===== config.mk =====
export PLATFORM = sky130hd
export DESIGN_NAME = rob_commit_ctrl
export DESIGN_NICKNAME = d
export VERILOG_FILES = /design/src/rtl/rv32i_types.sv /design/src/rtl/rob_commit_ctrl.sv
export SDC_FILE = /design/constraint.sdc
export NUM_CORES = 1
export LEC_CHECK = 0
export BUFFER_PORTS_ARGS = -buffer_cell sky130_fd_sc_hd__buf_2
export CORE_AREA = 2 2 156 158
export CTS_BUF_LIST = sky130_fd_sc_hd__clkbuf_8
export CTS_CLUSTER_DIAMETER = 200
export DETAILED_ROUTE_END_ITERATION = 8
export DIE_AREA = 0 0 158 160
export GPL_ROUTABILITY_DRIVEN = 0
export PLACE_DENSITY = 0.59
export SLEW_MARGIN = 10
export SYNTH_ARGS = -nofsm -noshare
export SYNTH_HDL_FRONTEND = slang
export SYNTH_SLANG_ARGS = --single-unit
export TNS_END_PERCENT = 5

===== constraint.sdc =====
create_clock -name clk -period 3.6 [get_ports clk]
set_clock_uncertainty 0.1 [all_clocks]
set_input_delay 0.18 -clock clk [delete_from_list [all_inputs] [get_ports clk]]
set_output_delay 0.18 -clock clk [all_outputs]
set_load 0.01 [all_outputs]

===== src/rtl/rv32i_types.sv =====
// Shared RV32I core types: commit FSM states and the retire record that the
// commit controller drives and the RVFI monitor consumes.
package rv32i_types;

   localparam int unsigned COMMIT_ORDER_W = 64;

   typedef enum logic {
      RUN   = 1'b0,
      FLUSH = 1'b1
   } commit_state_t;

   typedef struct packed {
      logic                      we;
      logic [4:0]                rd_addr;
      logic [31:0]               rd_data;
      logic [4:0]                rob_idx;
      logic                      valid;
      logic [COMMIT_ORDER_W-1:0] order;
   } commit_out_t;

endpackage


===== src/rtl/rob_commit_ctrl.sv =====
// In-order retirement from the ROB head: one commit per cycle, store gating,
// and a flush/redirect followed by a fixed commit-free drain window.
module rob_commit_ctrl
   import rv32i_types::*;
#(
   parameter int unsigned FLUSH_CYCLES = 2,
   parameter int unsigned ORDER_W      = 64
) (
   input  logic               clk,
   input  logic               rst,
   input  logic               rob_empty_i,
   input  logic               head_valid_i,
   input  logic               head_done_i,
   input  logic [4:0]         head_rob_idx_i,
   input  logic [31:0]        head_pc_i,
   input  logic               head_regf_we_i,
   input  logic [4:0]         head_rd_addr_i,
   input  logic [31:0]        head_rd_data_i,
   input  logic               head_is_br_i,
   input  logic               head_br_en_i,
   input  logic [31:0]        head_pc_new_i,
   input  logic               head_is_store_i,
   input  logic               store_ack_i,
   output logic               dequeue_o,
   output logic               rf_we_o,
   output logic [4:0]         rf_rd_addr_o,
   output logic [31:0]        rf_rd_data_o,
   output logic [4:0]         rf_rob_idx_o,
   output logic               store_commit_o,
   output logic               flush_o,
   output logic [31:0]        redirect_pc_o,
   output logic               commit_valid_o,
   output logic [ORDER_W-1:0] commit_order_o
);

   commit_state_t      r_state;
   logic [3:0]         r_drain;
   logic [ORDER_W-1:0] r_order_cnt;
   commit_out_t        r_out;
   logic               r_flush;
   logic [31:0]        r_redirect;

   logic w_can_commit;
   logic w_mispredict;
   logic w_unused;

   // head_pc_i is only of interest to trace/debug consumers
   assign w_unused = ^head_pc_i;

   assign w_can_commit = (r_state == RUN) & ~rob_empty_i & head_valid_i & head_done_i &
                         (~head_is_store_i | store_ack_i);
   assign w_mispredict = w_can_commit & head_is_br_i & head_br_en_i;

   assign dequeue_o      = w_can_commit;
   assign store_commit_o = w_can_commit & head_is_store_i;

   always_ff @(posedge clk) begin
      if (rst) begin
         r_state     <= RUN;
         r_drain     <= 4'd0;
         r_order_cnt <= '0;
         r_out       <= '0;
         r_flush     <= 1'b0;
         r_redirect  <= 32'd0;
      end else begin
         r_out.valid <= w_can_commit;
         r_out.we    <= w_can_commit & head_regf_we_i & (head_rd_addr_i != 5'd0);
         r_flush     <= w_mispredict;
         if (w_can_commit) begin
            r_out.rd_addr <= head_rd_addr_i;
            r_out.rd_data <= head_rd_data_i;
            r_out.rob_idx <= head_rob_idx_i;
            r_out.order   <= COMMIT_ORDER_W'(r_order_cnt);
            r_order_cnt   <= r_order_cnt + 1'b1;
         end
         if (w_mispredict)
            r_redirect <= head_pc_new_i;
         case (r_state)
            RUN: begin
               if (w_mispredict) begin
                  r_state <= FLUSH;
                  r_drain <= 4'(FLUSH_CYCLES);
               end
            end
            FLUSH: begin
               // the flush_o cycle is the first of the FLUSH_CYCLES drain cycles
               if (r_drain <= 4'd1) begin
                  r_state <= RUN;
                  r_drain <= 4'd0;
               end else begin
                  r_drain <= r_drain - 4'd1;
               end
            end
            default: r_state <= RUN;
         endcase
      end
   end

   assign rf_we_o        = r_out.we;
   assign rf_rd_addr_o   = r_out.rd_addr;
   assign rf_rd_data_o   = r_out.rd_data;
   assign rf_rob_idx_o   = r_out.rob_idx;
   assign commit_valid_o = r_out.valid;
   assign commit_order_o = r_out.order[ORDER_W-1:0];
   assign flush_o        = r_flush;
   assign redirect_pc_o  = r_redirect;

endmodule

==> metrics.txt, run 1 <==
DIE HEIGHT=160 um; Via density=4.79; Routed WL=23000 um; Placed Area=0.00955 mm2; H-Tree Level Count=2; first-pass GRT wire length=37500 um; ys flop type=dfxtp_1; Overall Global Routing Usage=18.0%; Post-CTS Setup Inserts=0; gr ovfl total=0; commonest non-fill, non-tap cell in the layout=nand2_1; Cell Area, Synth=0.00813 mm2; Critical Path End Type=flip-flop; synth warn=0; CTS tree=built; row count=57; fin crit share=80.2%; Max IR drop VDD=0.384 mV; largest net degree at the start of global routing=113; Buffers on Ports=226; highest-count cells in the layout ignoring fill and taps=nand2_1 (302), buf_2 (225), dfxtp_1 (210); post-synthesis register bit count=210; First DRT Iteration DRCs=386; switching pwr=1080 uW; leading area contributor after synthesis=dfxtp_1; Yosys cell types=37; post-layout instance area=0.0110 mm2; Max clock buf depth=3; Max FO, Critical Path=75; die area=0.0253 mm2; fraction of layout cells with a size suffix above 1=22.7%; power share of the combinational group=5.4%; main area contributors after synthesis=dfxtp_1 (52%), nand2_1 (14%), a21oi_1 (11%), xor2_1 (2.6%), clkbuf_1 (2.5%); First-pass DRT Iterations=4; RSZ-0062 raised after global routing=false; syn_area_per_cell=8.09 um2; # setup viols final=0; DRC viols=0; post-detail-place hpwl=14200 um; WL/cell=14.0 um; sequential power share=50.0%; die width=158 um; Min-Delay Path Class=input port to flip-flop; final period demand of the worst path=2890 ps; CTS root buf=clkbuf_8; P&R area growth vs syn=35.6%; Slew Limit Fails=0; leakage=0.00440 uW; vias in the first global route=7754; hold_buf cts=78; Yosys top cell area share=51.7%; Fmax achieved=346 MHz; Max Cap Viol=0; DR vias=7869; actual slew at the worst max-slew pin=818 ps; Seq/Total Area, Yosys=51.7%; Worst-path clk slew=50 ps; Clk Latency, worst-skew pair=520 ps; Sw Share=23.0%; clk sink count=210; PD cells=427 mW/mm2; TritonCTS buffer count=39; PostCTS Resize Cnt=0; status=complete, no violations; Initial Util=34.1%; initial antenna violation count=0; Final Hold Fails=0; Slew HR=45.5%; post-synthesis async set-or-reset flop share=0%; Internal=3630 uW; Net count, final=1419; CP required=3900 ps; Setup CP Type=flip-flop to flip-flop; setup tns final=0 ps; Syn Inst Count=1006; core area=0.0238 mm2; Final ANT Viol Nets=0; clock power share=44.6%; EDFF count, synth=0; I/O pin count=259; n_diodes=0; crit path launch type=flip-flop; Mapped Nets=1125; Data arrival, critical path=3190 ps
## metrics by stage
| step | setup slack [ps] | power (uW) | std cells | util (%) | hold WS, ps |
|---|---|---|---|---|---|
| final | 711 | 4710 | 1644 | 46.3 | 113 |
| after floorplan | 1570 | 2490 | 1006 | - | 211 |
| after global placement | 945 | 2590 | 1505 | 40.1 | 320 |
| after CTS | 635 | 4780 | 1644 | 46.3 | 63.5 |
| after detailed placement | 899 | 2590 | 1505 | 40.1 | 326 |
| after global routing | 450 | 4910 | 1644 | 46.3 | 106 |
## kinds of logic (layout without fill, tap and decap cells)
family	after synthesis	count (layout)	share of synthesized area, %
xor gates and xnor gates	34	34	3.66
and+or+nand+nor	483	483	27.6
DFF	210	210	51.7
adders and majority gates	3	3	0.462
AOI/OAI and AO/OA	207	207	13.2
buffers and inverters	69	383	3.41
## final cells by class
type,count,area [um2]
Inverter,7,27.5
Clock buffer,47,647
Tap cell,324,405
Timing Repair Buffer,315,2030
Multi-Input combinational cell,727,3660
Clock inverter,14,53.8
Sequential cell,210,4200
Fill cell,2433,12800
## layer usage
| layer | track usage [%] | wire length [um] | up-vias |
|---|---|---|---|
| li1 | - | - | 3998 |
| met1 | 21.1 | 9710 | 3626 |
| met2 | 30.7 | 11200 | 203 |
| met3 | 5.64 | 1540 | 42 |
| met4 | 6.39 | 551 | 0 |
| met5 | 0 | 0 | - |
## power by group through the flow
stage | sequential, uW | clock [uW] | combinational (uW)
floorplan | 2410 | 0 | 83.4
global placement | 2400 | 0 | 187
detailed placement | 2400 | 0 | 187
CTS | 2350 | 2170 | 254
global route | 2350 | 2270 | 277
finish | 2350 | 2100 | 255
## sequential cells by signal, summed over array words and instances, names as in the netlist, 4 cells and up
name	count
redirect_pc_o	32
r_drain	4
rf_rd_data_o	32
rf_rob_idx_o	5
r_order_cnt	64
rf_rd_addr_o	5
commit_order_o	64
## Yosys cell counts (all sizes together) (3+ instances only)
cell and instances:
nand2 303, dfxtp 210, a21oi 173, clkbuf 54
nor2 47, nand4 32, nand3 24, xor2 24
o21ai 20, or3 20, o31ai 12, or4 12
nor3 11, xnor2 10, and3 8, buf 8
inv 7, and2 6, nor4 6, and4 5
ha 3, nor2b 3
## worst paths after layout
check,cells past startpoint,endpoint,start,slack (ps)
worst max-delay path,6,rf_we_o,r_state,710
worst min-delay path,2,r_order_cnt[39],rst,110
worst max register to register,6,rf_we_o,r_state,710
worst min register to register,2,commit_order_o[51],commit_order_o[51],350
## critical path, cell delays in order, from the launching register on
cell and delay (ps):
dfxtp_1 450, and4bb_1 290, nand2_4 350, buf_4 710, nor2_1 120, o311a_1 160, dlygate4sd3_1 540
Power figures use the tool's default switching activity.
==> run 2, diff against run 1 <==
PLACE_DENSITY = 0.61   (was 0.59)
clock period = 2.55 ns   (was 3.6 ns; I/O delays follow)
==> metrics.txt, run 2 (synthesis results as in run 1) <==
DRC viols=0; Slew Limit Fails=0; TritonCTS buffer count=39; H-Tree Level Count=2; row count=57; Setup CP Type=flip-flop to flip-flop; Buffers on Ports=226; hold slack=124 ps; CTS tree=built; Initial Util=34.1%; Max FO, Critical Path=25; clk sink count=210; power share of the combinational group=5.9%; gr ovfl total=0; die width=158 um; clock power share=45.5%; core area=0.0238 mm2; leakage=0.00473 uW; highest-count cells in the layout ignoring fill and taps=nand2_1 (302), buf_2 (225), dfxtp_1 (210); Net count, final=1461; switching pwr=1600 uW; WL/cell=14.2 um; n_diodes=0; RSZ-0062 raised after global routing=false; Clk Latency, worst-skew pair=510 ps; setup tns final=0 ps; final period demand of the worst path=2420 ps; Data arrival, critical path=2770 ps; crit path launch type=flip-flop; Max IR drop VDD=0.385 mV; fin crit share=95.0%; Final ANT Viol Nets=0; # setup viols final=0; Min-Delay Path Class=input port to flip-flop; actual slew at the worst max-slew pin=640 ps; largest net degree at the start of global routing=110; CP required=2900 ps; commonest non-fill, non-tap cell in the layout=nand2_1; Max Cap Viol=0; CTS root buf=clkbuf_8; DIE HEIGHT=160 um; Worst-path clk slew=60 ps; Post-CTS Setup Inserts=0; status=complete, no violations; vias in the first global route=7764; fraction of layout cells with a size suffix above 1=23.1%; sequential power share=48.7%; Design Power=6830 uW; First DRT Iteration DRCs=368; die area=0.0253 mm2; Slew HR=56.9%; Via density=4.80; Final Hold Fails=0; PD cells=590 mW/mm2; Critical Path End Type=flip-flop; first-pass GRT wire length=37900 um; Sw Share=23.4%; Fmax achieved=413 MHz; post-detail-place hpwl=14100 um; initial antenna violation count=0; First-pass DRT Iterations=5; Routed WL=24000 um; I/O pin count=259; Max clock buf depth=3; DR vias=8131; P&R area growth vs syn=42.2%; Overall Global Routing Usage=18.1%; Internal=5230 uW
-- run 2: cell count changes in the layout (fill, tap and decap cells not counted) --
cell / previous run / this run
inv_6: 0 / 1
clkbuf_16: 0 / 2
dlygate4sd3_1: 78 / 109
clkinv_2: 2 / 5
inv_1: 19 / 20
buf_4: 9 / 15
buf_16: 0 / 2
clkbuf_8: 47 / 49
buf_12: 2 / 3
-- run 2: power groups by stage --
| stage | clock network [uW] | registers [uW] | logic (uW) |
|---|---|---|---|
| global placement | 0 | 3390 | 270 |
| global route | 3360 | 3320 | 435 |
| detailed placement | 0 | 3390 | 271 |
| finish | 3100 | 3320 | 401 |
| floorplan | 0 | 3400 | 118 |
| CTS | 3200 | 3320 | 383 |
-- run 2: final cells by class --
class	count	area, um2
clock buffers	49	674
clock inverters	19	77.6
fillers	2333	12300
inverters	7	31.3
multi-input cells	727	3660
flip-flops and latches	210	4200
well taps	324	405
repair buffers	357	2510
-- run 2: worst paths after layout --
check	start	endpoint	slack [ps]	cells after the start
min reg2reg	redirect_pc_o[0]	redirect_pc_o[0]	350	2
min	head_br_en_i	redirect_pc_o[27]	120	6
max	r_state	rf_rd_data_o[7]	130	8
max reg2reg	r_state	rf_rd_data_o[7]	130	8
-- run 2: timing repair --
item,CTS,global route
setup endpoints to repair,0,31
gates resized for setup,0,4
hold endpoints to repair,93,0
hold buffers,109,0
-- run 2: per-layer routing --
metal | up-vias | wire, um | GRT usage (%)
met5 | - | 0 | 0
met4 | 0 | 635 | 6.84
met3 | 56 | 1640 | 5.13
met2 | 262 | 11500 | 30.1
met1 | 3733 | 10300 | 22.1
li1 | 4080 | - | -
-- run 2: stage by stage --
| stage | worst slack (ps) | instances | cell area [um2] | utilization, % |
|---|---|---|---|---|
| 5_1_grt | 4.15 | 1693 | 11600 | 48.5 |
| 3_3_place_gp | 243 | 1514 | 9650 | 40.5 |
| 4_1_cts | 9.33 | 1691 | 11500 | 48.3 |
| 6_report | 129 | 1693 | 11600 | 48.5 |
| 2_1_floorplan | 515 | 1006 | 8130 | - |
| 3_5_place_dp | 228 | 1514 | 9650 | 40.5 |
-- run 2: worst max-delay path: stages (launching register included) --
cell	delay, ps
dfxtp_1	370
and4bb_1	290
buf_4	140
nand2_4	100
inv_6	240
buf_4	310
nand2_1	80
a21oi_1	140
dlygate4sd3_1	570
